### config.mk
export PLATFORM = sky130hd
export DESIGN_NAME = hbridge_sequencer_flat
export DESIGN_NICKNAME = d
export VERILOG_FILES = /design/src/rtl/hbridge_sequencer_if.sv /design/src/rtl/hbridge_sequencer.sv /design/src/flat_wrapper.sv
export SDC_FILE = /design/constraint.sdc
export NUM_CORES = 1
export LEC_CHECK = 0
export CAP_MARGIN = 0
export CORE_ASPECT_RATIO = 1.5
export CORE_UTILIZATION = 59
export DETAILED_ROUTE_END_ITERATION = 8
export PLACE_DENSITY = 0.8
export REMOVE_ABC_BUFFERS = 1
export SLEW_MARGIN = 20
export SYNTH_ARGS = -nofsm -noshare
export SYNTH_HDL_FRONTEND = slang
export SYNTH_SLANG_ARGS = --single-unit
export TNS_END_PERCENT = 10
### constraint.sdc
create_clock -name clk -period 4.5 [get_ports clk]
set_input_delay 0.9 -clock clk [delete_from_list [all_inputs] [get_ports clk]]
set_output_delay 0.9 -clock clk [all_outputs]
set_load 0.05 [all_outputs]
### src/rtl/hbridge_sequencer_if.sv
`default_nettype none
// ============================================================================
// Module   : hbridge_sequencer_if
// Purpose  : Command channel for the H-bridge sequencer. A command is a
//            {duty, dir} pair moved with a valid/ready handshake.
// Signals  : cmd_valid  - command offered (master -> slave)
//            cmd_ready  - command slot free (slave -> master)
//            cmd_duty   - high-side on-time in clk cycles per PWM period
//            cmd_dir    - 0 = forward, 1 = reverse
// Revision : 1.0 - initial release
// ============================================================================
interface hbridge_sequencer_if #(
    parameter int DUTY_W = 12
);
    logic              cmd_valid;
    logic              cmd_ready;
    logic [DUTY_W-1:0] cmd_duty;
    logic              cmd_dir;

    modport master (
        output cmd_valid,
        output cmd_duty,
        output cmd_dir,
        input  cmd_ready
    );

    modport slave (
        input  cmd_valid,
        input  cmd_duty,
        input  cmd_dir,
        output cmd_ready
    );
endinterface
`default_nettype wire

### src/rtl/hbridge_sequencer.sv
`default_nettype none
// ============================================================================
// Module   : hbridge_sequencer
// Purpose  : PWM sequencer for a full H-bridge with dead-time insertion,
//            coast-on-reversal and kill handling. Commands are buffered in a
//            one-deep pending register and only take effect at a period
//            boundary (or when leaving IDLE).
// Ports    : clk          - single clock, rising edge
//            reset        - asynchronous, active-high
//            enable       - 1 = bridge may drive, 0 = force idle
//            shutdown     - 1 = force idle (same priority as enable=0)
//            cmd          - command channel (slave side)
//            hb_out       - {fwd_top, fwd_bot, rev_top, rev_bot}, registered
//            coasting     - 1 while all switches are held off for a reversal
//            period_start - one-cycle pulse at period counter 0 in DRIVE
// Revision : 1.0 - initial release
// ============================================================================
module hbridge_sequencer #(
    parameter int PERIOD_CYCLES = 2500,
    parameter int DEAD_CYCLES   = 50,
    parameter int REVERSE_HOLD  = 25000,
    parameter int DUTY_W        = 12
) (
    input  logic                clk,
    input  logic                reset,
    input  logic                enable,
    input  logic                shutdown,
    hbridge_sequencer_if.slave  cmd,
    output logic [3:0]          hb_out,
    output logic                coasting,
    output logic                period_start
);

    localparam int DEAD_W = (DEAD_CYCLES > 0) ? $clog2(DEAD_CYCLES + 1) : 1;
    localparam int HOLD_W = (REVERSE_HOLD > 1) ? $clog2(REVERSE_HOLD + 1) : 1;

    localparam logic [DUTY_W-1:0] c_period    = DUTY_W'(PERIOD_CYCLES);
    localparam logic [DUTY_W-1:0] c_last      = DUTY_W'(PERIOD_CYCLES - 1);
    localparam logic [DEAD_W-1:0] c_dead      = DEAD_W'(DEAD_CYCLES);
    localparam logic [HOLD_W-1:0] c_hold_last = HOLD_W'(REVERSE_HOLD - 1);
    localparam logic              c_no_dead   = (DEAD_CYCLES == 0);

    typedef enum logic [1:0] {
        ST_IDLE  = 2'd0,
        ST_DRIVE = 2'd1,
        ST_COAST = 2'd2
    } state_t;

    // Registered state
    state_t            r_state;
    logic [DUTY_W-1:0] r_cnt;
    logic [DEAD_W-1:0] r_dead_cnt;
    logic              r_dead_done;
    logic              r_started;     // first dead time after entering DRIVE has elapsed
    logic              r_on;          // desired phase of the previous cycle
    logic [HOLD_W-1:0] r_coast_cnt;
    logic [DUTY_W-1:0] r_duty_l;
    logic              r_dir_l;
    logic              r_act_valid;   // an applied command exists
    logic [DUTY_W-1:0] r_pend_duty;
    logic              r_pend_dir;
    logic              r_cmd_ready;   // 0 doubles as "pending register full"
    logic [3:0]        r_hb;
    logic              r_coasting;
    logic              r_period_start;

    // Next-state values
    state_t            w_state;
    logic [DUTY_W-1:0] w_cnt;
    logic [DEAD_W-1:0] w_dead_cnt;
    logic              w_dead_done;
    logic              w_started;
    logic              w_on;
    logic [HOLD_W-1:0] w_coast_cnt;
    logic [DUTY_W-1:0] w_duty_l;
    logic              w_dir_l;
    logic              w_act_valid;
    logic [DUTY_W-1:0] w_pend_duty;
    logic              w_pend_dir;
    logic              w_cmd_ready;
    logic              w_kill;
    logic              w_pending;
    logic              w_apply;
    logic              w_entering;
    logic              w_xt;
    logic              w_xb;
    logic [3:0]        w_hb;

    always_comb begin
        w_kill      = !enable || shutdown;
        w_pending   = !r_cmd_ready;
        w_state     = r_state;
        w_cnt       = '0;
        w_coast_cnt = r_coast_cnt;
        w_duty_l    = r_duty_l;
        w_dir_l     = r_dir_l;
        w_act_valid = r_act_valid;
        w_pend_duty = r_pend_duty;
        w_pend_dir  = r_pend_dir;
        w_cmd_ready = r_cmd_ready;
        w_apply     = 1'b0;

        // Accept only into an empty slot, so an accept can never coincide
        // with applying that same command.
        if (cmd.cmd_valid && r_cmd_ready) begin
            w_pend_duty = cmd.cmd_duty;
            w_pend_dir  = cmd.cmd_dir;
            w_cmd_ready = 1'b0;
        end

        if (w_kill) begin
            w_state = ST_IDLE;
        end else begin
            case (r_state)
                ST_IDLE: begin
                    if (w_pending || r_act_valid) begin
                        w_state = ST_DRIVE;
                        w_apply = w_pending;
                    end
                end
                ST_DRIVE: begin
                    if (r_cnt == c_last) begin
                        w_apply = w_pending;
                        if (w_pending && (r_pend_dir != r_dir_l)) begin
                            w_state     = ST_COAST;
                            w_coast_cnt = c_hold_last;
                        end
                    end else begin
                        w_cnt = r_cnt + DUTY_W'(1);
                    end
                end
                ST_COAST: begin
                    if (r_coast_cnt == '0) begin
                        w_state = ST_DRIVE;
                    end else begin
                        w_coast_cnt = r_coast_cnt - HOLD_W'(1);
                    end
                end
                default: w_state = ST_IDLE;
            endcase
        end

        if (w_apply) begin
            w_duty_l    = (r_pend_duty > c_period) ? c_period : r_pend_duty;
            w_dir_l     = r_pend_dir;
            w_act_valid = 1'b1;
            w_cmd_ready = 1'b1;
        end

        // Dead-time: every phase change (and every entry into DRIVE) restarts
        // the all-off window on the driven side. Until the first window after
        // entry completes, the opposite low side stays off as well so the
        // bridge leaves IDLE/COAST with every switch off.
        w_entering  = (w_state == ST_DRIVE) && (r_state != ST_DRIVE);
        w_on        = (w_cnt < w_duty_l);
        w_dead_cnt  = r_dead_cnt;
        w_dead_done = r_dead_done;
        w_started   = r_started;
        if (w_state != ST_DRIVE) begin
            w_on        = 1'b0;
            w_dead_cnt  = '0;
            w_dead_done = 1'b0;
            w_started   = 1'b0;
        end else if (w_entering || (w_on != r_on)) begin
            w_dead_cnt  = c_dead;
            w_dead_done = c_no_dead;
            if (w_entering) begin
                w_started = c_no_dead;
            end
        end else if (r_dead_cnt != '0) begin
            w_dead_cnt  = r_dead_cnt - DEAD_W'(1);
            w_dead_done = (r_dead_cnt == DEAD_W'(1));
            w_started   = r_started || w_dead_done;
        end

        w_xt = w_on && w_dead_done;
        w_xb = !w_on && w_dead_done;
        w_hb = w_dir_l ? {1'b0, w_started, w_xt, w_xb}
                       : {w_xt, w_xb, 1'b0, w_started};
    end

    always_ff @(posedge clk or posedge reset) begin
        if (reset) begin
            r_state        <= ST_IDLE;
            r_cnt          <= '0;
            r_dead_cnt     <= '0;
            r_dead_done    <= 1'b0;
            r_started      <= 1'b0;
            r_on           <= 1'b0;
            r_coast_cnt    <= '0;
            r_duty_l       <= '0;
            r_dir_l        <= 1'b0;
            r_act_valid    <= 1'b0;
            r_pend_duty    <= '0;
            r_pend_dir     <= 1'b0;
            r_cmd_ready    <= 1'b1;
            r_hb           <= 4'b0000;
            r_coasting     <= 1'b0;
            r_period_start <= 1'b0;
        end else begin
            r_state        <= w_state;
            r_cnt          <= w_cnt;
            r_dead_cnt     <= w_dead_cnt;
            r_dead_done    <= w_dead_done;
            r_started      <= w_started;
            r_on           <= w_on;
            r_coast_cnt    <= w_coast_cnt;
            r_duty_l       <= w_duty_l;
            r_dir_l        <= w_dir_l;
            r_act_valid    <= w_act_valid;
            r_pend_duty    <= w_pend_duty;
            r_pend_dir     <= w_pend_dir;
            r_cmd_ready    <= w_cmd_ready;
            r_hb           <= w_hb;
            r_coasting     <= (w_state == ST_COAST);
            r_period_start <= (w_state == ST_DRIVE) && (w_cnt == '0);
        end
    end

    assign hb_out        = r_hb;
    assign coasting      = r_coasting;
    assign period_start  = r_period_start;
    assign cmd.cmd_ready = r_cmd_ready;

endmodule
`default_nettype wire

### src/flat_wrapper.sv
// flat-port wrapper written by rule: the top's interface ports become plain ports
module hbridge_sequencer_flat 
#(
    parameter int PERIOD_CYCLES = 2500,
    parameter int DEAD_CYCLES   = 50,
    parameter int REVERSE_HOLD  = 25000,
    parameter int DUTY_W        = 12
)
  (clk, reset, enable, shutdown, hb_out, coasting, period_start, cmd_cmd_valid, cmd_cmd_duty, cmd_cmd_dir, cmd_cmd_ready);
  hbridge_sequencer_if #(.DUTY_W(DUTY_W)) cmd_i ();
  input  logic clk;
  input  logic reset;
  input  logic enable;
  input  logic shutdown;
  output logic [3:0] hb_out;
  output logic coasting;
  output logic period_start;
  input wire logic [$bits(cmd_i.cmd_valid)-1:0] cmd_cmd_valid;
  input wire logic [$bits(cmd_i.cmd_duty)-1:0] cmd_cmd_duty;
  input wire logic [$bits(cmd_i.cmd_dir)-1:0] cmd_cmd_dir;
  output wire logic [$bits(cmd_i.cmd_ready)-1:0] cmd_cmd_ready;
  assign cmd_i.cmd_valid = cmd_cmd_valid;
  assign cmd_i.cmd_duty = cmd_cmd_duty;
  assign cmd_i.cmd_dir = cmd_cmd_dir;
  assign cmd_cmd_ready = cmd_i.cmd_ready;
  hbridge_sequencer #(.PERIOD_CYCLES(PERIOD_CYCLES), .DEAD_CYCLES(DEAD_CYCLES), .REVERSE_HOLD(REVERSE_HOLD), .DUTY_W(DUTY_W)) u_core (.clk(clk), .reset(reset), .enable(enable), .shutdown(shutdown), .cmd(cmd_i), .hb_out(hb_out), .coasting(coasting), .period_start(period_start));
endmodule
# After elaboration in Yosys (flattened, before gate mapping)

Cells that the tools add are included.

Add/subtract/negate cells: 3
Order comparisons: 2
Eq/ne operators: 13
Mux-type cells: 34
Bitwise gates (word level): 1
Reductions and logical operators: 21

Operators by type and width:

| operator                | number |
|---|---|
| $mux W12                | 5 |
| $mux W15                | 3 |
| $pmux W15 S2            | 1 |
| $mux W6                 | 3 |
| $logic_not A15 Y1       | 1 |
| $sub A15 B1 Y15 const B | 1 |
| $mux W1                 | 14 |
| $add A12 B1 Y12 const B | 1 |
| $eq A12 B12 Y1 const B  | 1 |
| $gt A12 B12 Y1 const B  | 1 |
| $logic_not A12 Y1       | 1 |
| $lt A12 B12 Y1          | 1 |
| $mux W2                 | 5 |
| $ne A2 B1 Y1 const B    | 4 |
| $eq A6 B1 Y1 const B    | 1 |
| $logic_and A1 B1 Y1     | 6 |
| $pmux W2 S3             | 1 |
| $reduce_bool A6 Y1      | 1 |
| $sub A6 B1 Y6 const B   | 1 |
| $reduce_and A5 Y1       | 1 |
| $eq A2 B1 Y1 const B    | 2 |
| $eq A2 B2 Y1 const B    | 2 |
| $logic_or A1 B1 Y1      | 4 |
| $mux W4                 | 1 |
| other kinds (8)         | 12 |

Flip-flop bits (word level): 72
Output and inout port bits: 7
Word-level logic and storage cells: 90

# Longest topological paths before layout

Gate-level depths: netlist (run 1).

Depth after elaboration: 13
Depth in mapped cells: 16
Gate-level depth less buffers: 16

# Worst setup path after synthesis (run 1)

OpenSTA, ideal clock, no wires.

Kind: register to register
Start: register u_core.r_cnt[3]
End: register u_core.r_hb[1], in the netlist u_core.hb_out[1]
Setup time: 0.101 ns
Arrival: 3.843 ns
Required time: 4.399 ns
Slack: 0.556 ns
Cell stages (with the launch flop): 16
Period minus slack after synthesis: 3.944 ns
Path through: dfrtp_1 -> buf_6 -> or3_4 -> o41a_1 -> nor3_4 -> and3_1 -> clkbuf_1 -> a22oi_1 -> ha_1 -> a211oi_1 -> o211ai_1 -> a221o_1 -> nor3_1 -> a21oi_2 -> or2_1 -> nor4_1

Cells in the longest elaborated chain, start to end: 12
Elaborated cells between the ends (all ways): 24
Those cells by class: add/sub (1); order compare (1); eq/ne (4); mux (15); reduce/logical (3)

RTL lines:

| what                                                                     | RTL line                 | source |
|---|---|---|
| start, declared                                                          | hbridge_sequencer.sv:51  | `logic [DUTY_W-1:0] r_cnt;` |
| start signal, assigned                                                   | hbridge_sequencer.sv:202 | `r_cnt <= w_cnt;` |
| parallel branches: the longest is 11 deep, another holds $add A12 B1 Y12 | -                        |  |
| $mux W4 (*)                                                              | hbridge_sequencer.sv:178 | `w_hb = w_dir_l ? {1'b0, w_started, w_xt, w_xb}` |
| named net u_core.w_hb[1]                                                 | hbridge_sequencer.sv:87  | `logic [3:0] w_hb;` |
| end signal, assigned                                                     | hbridge_sequencer.sv:214 | `r_hb <= w_hb;` |
| end, declared                                                            | hbridge_sequencer.sv:63  | `logic [3:0] r_hb;` |

Mark *: on every way through the listed nets, which the timed path passes.
A chain may end at the register's enable or synchronous reset.

# Worst setup path after layout (run 1)

Ends and elaborated chain as after synthesis.

==> reports/qor.yml, run 1 <==
multi_input_area_um2: 1840
dp_cells: 473
path_max_fanout: 8
num_vias: 2948
routedWlPerCell_um: 16.8
clkSinkCount: 72
ir_worst_vdd_uv: 352
dr.pass1.iters: 4
first_iter_violations: 184
clockBufferDepth: 2
ff_latch_area_um2: 1800
fin_crit_sh_pct: 94.1
ys_ff_latch: 72
critPathLaunchType: "flip-flop"
via_per_inst: 6.04
synth-edff-count: 0
worstSkewPairLatency_ps: 350
final_util_pct: 70.9
dr_wl_met2_um: 4360
routed_wl_um: 8200
hold_viol_final: 0
synth_top_cell_area_share_pct: 46.8
endpoint_kind: "flip-flop"
synth_ff_type: "dfrtp_1"
synth_area_leaders: "dfrtp_1 (47%), ha_1 (6.3%), mux2_2 (4.1%), nor2_1 (3.7%), xnor2_1 (3.5%)"
fillers: 459
antenna_found_initial: 0
worstPathRequired_ps: 4740
top_layer_used: "met4"
die-area_um2: 6770
drc: 0
worst_pin_slew_ps: 917
io_pins: 25
grt-ovfl-total: 0
dpl.hpwl_um: 6060
met3_wirelength_um: 271
yosysTopAreaCell: "dfrtp_1"
row_count: 35
yosysSeqAreaShare_pct: 47.4
worst_clock_skew_ps: 11.1
die_y_um: 100
status: "completed"
drv_cap: 0
core_area_um2: 6170
worstHoldPathType: "flip-flop to flip-flop"
synth-async-reset-ratio_pct: 100
critPathKind: "flip-flop to flip-flop"
track_usage_pct: 28.3
crit_arrival_ps: 4480
gp_congestion: 0.901
initial_core_util_pct: 61.5
grt_pass1_vias: 3075
cts_tree: "built"
cts.htree.levels: 3
drive_above_1_share_pct: 11.8
wl_met1_um: 3200
post_cts_buffers: 0
power_uw: 1830
powerDensity_nw_per_um2: 418
numCtsBuffers: 9
ant_nets: 0
slew_violations: 0
rsz0062_at_grt: "false"
ys_types: 60
synthCells: 379
grt_max_degree: 46
power_leakage_uw: 0.00193
setup-violations-final: 0
area_growth_syn_to_layout_pct: 15.1
syn_avg_cell_area_um2: 10.0
fin_nets: 447
fin_cells: 488
maxSlewHeadroom_pct: 38.9
clock.fmax_mhz: 236
root_buffer: "clkbuf_8"
grt_first_pass_wirelength_um: 13900
die_x_um: 67.5
synth_area_um2: 3800
diodes: 0
yosysWarnings: 0
fin_crit_ps: 4230
portBuffers: 24
path_clk_slew_ps: 70
-- layout make-up --
type                            count  area share (%)
Sequential cell                    72            41.2
Clock inverter                      5            2.37
Multi-Input combinational cell    268            42.2
Inverter                           29            2.49
Tap cell                           74            2.12
Clock buffer                       10            3.15
Timing Repair Buffer               30            6.52
-- Yosys cell counts, drive strengths merged (3+ instances only) --
library cell,number
o31ai,6
nand2b,4
mux2i,3
clkbuf,7
nor2,37
o22ai,4
nand2,32
a31oi,6
or4,6
or2,4
a21oi,11
nor3,15
and3,4
nand4,7
or3,6
o21ai,9
inv,29
o211ai,3
buf,3
a22oi,6
mux2,15
xor2,10
xnor2,15
nor4,8
dfrtp,71
nand3,13
ha,19
-- flip-flops by register name (all words and copies together), names as in the netlist, 2 cells and up --
| register | flops |
|---|---|
| u_core.r_coast_cnt | 15 |
| u_core.r_state | 2 |
| u_core.r_duty_l | 12 |
| u_core.r_dead_cnt | 6 |
| u_core.r_cnt | 12 |
| u_core.r_pend_duty | 12 |
| u_core.hb_out | 4 |
-- worst paths after layout --
path,startpoint,cells past startpoint,slack (ps),endpoint
max,u_core.r_cnt[3],12,270,u_core.hb_out[1]
min,u_core.r_coast_cnt[14],2,500,u_core.r_coast_cnt[14]
max reg2reg,u_core.r_cnt[3],12,270,u_core.hb_out[1]
min reg2reg,u_core.r_coast_cnt[14],2,500,u_core.r_coast_cnt[14]
max in group asynchronous,reset,3,2540,u_core.r_dead_cnt[5]
min in group asynchronous,reset,2,1080,u_core.r_cnt[4]
-- kinds of logic after synthesis --
kind of cell | synth area share [%]
muxes | 5.33
buffers and inverters | 4.05
adders and majority gates | 6.26
AOI/OAI and AO/OA | 10.2
xor gates and xnor gates | 5.76
DFF | 47.4
and+or+nand+nor | 20.9
-- cells in the final DEF (no fill, tap or decap), drive strengths merged, types with 2 or more instances in the layout --
cell type,n
a21o,2
a21oi,11
a22oi,6
a31oi,6
and2,2
and3,4
and4,2
buf,6
bufinv,3
clkbuf,10
clkdlybuf4s50,24
dfrtp,71
ha,19
inv,30
mux2,15
mux2i,3
nand2,32
nand2b,4
nand3,13
nand4,7
nor2,37
nor3,15
nor4,8
o211ai,3
o21ai,9
o22ai,4
o31ai,6
or2,4
or3,6
or4,6
or4b,2
xnor2,15
xor2,10
-- power breakdown --
part | total (uW) | internal, uW | switching, uW
logic | 366 | 163 | 203
registers | 843 | 762 | 81.2
clock network | 622 | 381 | 240
total | 1830 | 1310 | 525
-- critical path: stages, from the launching register on --
cell and delay [ps]:
dfrtp_1 460, or3_4 430, o41a_1 480, or3_1 470
a22oi_1 280, ha_1 300, a211oi_1 300, o211ai_1 140
a221o_1 330, nor3_1 250, a21oi_2 170, or2_1 270
nor4_1 250
-- layer usage --
| metal | global-route usage [%] | vias to the layer above |
|---|---|---|
| met5 | 0 | - |
| met4 | 16.5 | 0 |
| met3 | 7.05 | 28 |
| met2 | 47.6 | 82 |
| met1 | 31.3 | 1432 |
| li1 | - | 1406 |
-- stage by stage --
| stage | hold WS [ps] | worst slack [ps] | area [um^2] | setup TNS, ps |
|---|---|---|---|---|
| floorplan | 427 | 544 | 3750 | 0 |
| global placement | 481 | 222 | 4130 | 0 |
| detailed placement | 487 | -3.71 | 4130 | -3.71 |
| CTS | 505 | 221 | 4370 | 0 |
| global route | 523 | 16.6 | 4380 | 0 |
| finish | 501 | 267 | 4380 | 0 |
-- repair_timing --
item,4_1_cts,5_1_grt
setup endpoints to repair,0,3
resized for setup,0,1
hold buffers,0,0
No activity file was read; power rests on OpenSTA's default activity.
==> run 2, diff against run 1 <==
Settings changed: CORE_ASPECT_RATIO 1.5 to not set.
==> reports/qor.yml, run 2 (synthesis results as in run 1) <==
dr.pass1.iters: 5  # was 4
fin_crit_sh_pct: 94.6  # was 94.1%
final_util_pct: 72.5  # was 70.9%
largest_reg_flops: 15  # unchanged
cp.buffers_inverters: 0  # unchanged
antenna_found_initial: 0  # unchanged
hold_buffers: 0  # unchanged
top_usage_layer: "met2"  # unchanged
rsz0062_at_grt: "false"  # unchanged
r2r-end: "u_core.hb_out[3]"  # was u_core.hb_out[1]
num_vias: 2917  # was 2,948
drive_above_1_share_pct: 11.8  # unchanged
fin_crit_ps: 4260  # was 4230 ps
clock_power_share_pct: 36.1  # was 34.0%
seqPwrFrac_pct: 45.1  # was 46.1%
crit_arrival_ps: 4500  # was 4480 ps
clkSinkCount: 72  # unchanged
diodes: 0  # unchanged
track_usage_pct: 26.6  # was 28.3%
largest_register: "u_core.r_coast_cnt"  # unchanged
drv_cap: 0  # unchanged
final_cell_mix: "dfrtp_1 (71), nor2_1 (37), nand2_1 (32)"  # unchanged
portBuffers: 24  # unchanged
crit_start: "u_core.r_cnt[0]"  # was u_core.r_cnt[3]
area_growth_syn_to_layout_pct: 15.6  # was 15.1%
row_count: 28  # was 35
worstSkewPairLatency_ps: 350  # about the same
postCtsResizedCells: 0  # unchanged
fillers: 456  # was 459
power_leakage_uw: 0.00194  # was 0.00193 uW
cp_common_cell: "ha_1"
critPathCapture: "u_core.hb_out[3]"  # was u_core.hb_out[1]
maxSlewHeadroom_pct: 59.3  # was 38.9%
p_int_uw: 1350  # was 1310 uW
worstHoldPathType: "flip-flop to flip-flop"  # unchanged
cp_top_family: "simple AND/OR/NAND/NOR gates"  # was compound AO/OA/AOI/OAI gates
cts.htree.levels: 3  # unchanged
grt-ovfl-total: 0  # unchanged
routedWlPerCell_um: 16.3  # was 16.8 um
setup-violations-final: 0  # unchanged
dpl.hpwl_um: 5830  # was 6060 um
slowest_delay_ps: 460  # was 480 ps
regToRegSetupSlack_ps: 240  # was 270 ps
initial_core_util_pct: 62.7  # was 61.5%
worst_pin_slew_ps: 594  # was 917 ps
endpoint_kind: "flip-flop"  # unchanged
clock.fmax_mhz: 235  # was 236 MHz
powerDensity_nw_per_um2: 430  # was 418 nW/um^2
path_clk_slew_ps: 80  # was 70 ps
first_iter_violations: 153  # was 184
ir_worst_vdd_uv: 274  # was 352 uV
use_met1_pct: 33.3  # was 31.3%
core_area_um2: 6060  # was 6170 um^2
p_comb_share_pct: 18.8  # was 20.0%
final_common_cell: "dfrtp_1"  # unchanged
post_cts_buffers: 0  # unchanged
gp_congestion: 0.901  # about the same
switching_share_pct: 28.5  # was 28.7%
hold_viol_final: 0  # unchanged
routed_wl_um: 7980  # was 8200 um
hold_path_depth: 2  # unchanged
io_pins: 25  # unchanged
cts_tree: "built"  # unchanged
fin_setup_tns_ps: 0  # unchanged
die_x_um: 82.3  # was 67.5 um
clockBufferDepth: 2  # unchanged
root_buffer: "clkbuf_8"  # unchanged
fin_nets: 446  # was 447
worstPathRequired_ps: 4740  # about the same
path_cells: "ha_1 -> nand4b_1 -> o41a_1 -> nor3_4 -> and3_1 -> a22oi_1 -> ha_1 -> a211oi_1 -> o211ai_1 -> a221o_1 -> nor3_1 -> a21oi_2 -> or2_1 -> nor4_1"  # was or3_4 -> o41a_1 -> or3_1 -> a22oi_1 -> ha_1 -> a211oi_1 -> o211ai_1 -> a221o_1 -> nor3_1 -> a21oi_2 -> or2_1 -> nor4_1
critPathKind: "flip-flop to flip-flop"  # unchanged
r2r_start: "u_core.r_cnt[0]"  # was u_core.r_cnt[3]
grt_pass1_vias: 2834  # was 3,075
ff2ff_path_depth: 14  # was 12
cp_num_cells: 14  # was 12
grt_first_pass_wirelength_um: 13400  # was 13,900 um
status: "completed"  # unchanged
critPathLaunchType: "flip-flop"  # unchanged
die-area_um2: 6770  # about the same
path_max_fanout: 7  # was 8
worst_clock_skew_ps: 9.03  # was 11.1 ps
slew_violations: 0  # unchanged
power_switching_uw: 539  # was 525 uW
slowest_stage: "dfrtp_1"  # was o41a_1
numCtsBuffers: 9  # unchanged
met2_usage_pct: 45.4  # was 47.6%
ant_nets: 0  # unchanged
via_per_inst: 5.97  # was 6.04
grt_max_degree: 45  # was 46
die_y_um: 82.3  # was 100 um
drc: 0  # unchanged
grt_util_met3_pct: 6.26  # was 7.05%
==> run 2: power by group through the flow <==
stage          Sequential, uW  Combinational (uW)  Clock [uW]
2_1_floorplan             835                 259           0
3_3_place_gp              857                 337           0
6_report                  852                 355         681
5_1_grt                   865                 395         716
3_5_place_dp              860                 350           0
4_1_cts                   852                 354         685
==> run 2: worst min-delay path, stage by stage (launching register included) <==
cell	delay (ps)
dfrtp_1	330
inv_1	60
nand2_1	50
==> run 2: metal layers <==
layer / vias to the layer above / wire length, um
met5: - / 0
met4: 0 / 186
met3: 18 / 270
met2: 63 / 3900
met1: 1428 / 3630
li1: 1408 / -
==> run 2: worst min path at each step <==
stage | start | to | slack (ps)
after floorplan | u_core.r_act_valid | u_core.r_act_valid | 430
after detailed placement | u_core.r_act_valid | u_core.r_act_valid | 460
after global placement | u_core.r_act_valid | u_core.r_act_valid | 440
after global routing | u_core.r_act_valid | u_core.r_act_valid | 490
final | u_core.r_act_valid | u_core.r_act_valid | 470
after CTS | u_core.r_act_valid | u_core.r_act_valid | 480
==> run 2: cell type report <==
cell class / count / area, um^2 / share of cell area [%]
Inverter: 29 / 109 / 2.48
Tap cell: 75 / 93.8 / 2.14
Clock buffer: 9 / 124 / 2.82
Sequential cell: 72 / 1800 / 41.0
Clock inverter: 7 / 143 / 3.25
Multi-Input combinational cell: 268 / 1840 / 42.0
Timing Repair Buffer: 29 / 278 / 6.32
==> run 2: per-stage QoR <==
stage	total power (uW)	hold WS [ps]	cells	worst slack [ps]	area, um^2
after CTS	1890	476	489	293	4390
final	1890	474	489	241	4390
after detailed placement	1210	457	473	127	4130
after floorplan	1090	427	369	544	3750
after global placement	1190	439	473	296	4130
after global routing	1980	488	489	4.91	4390
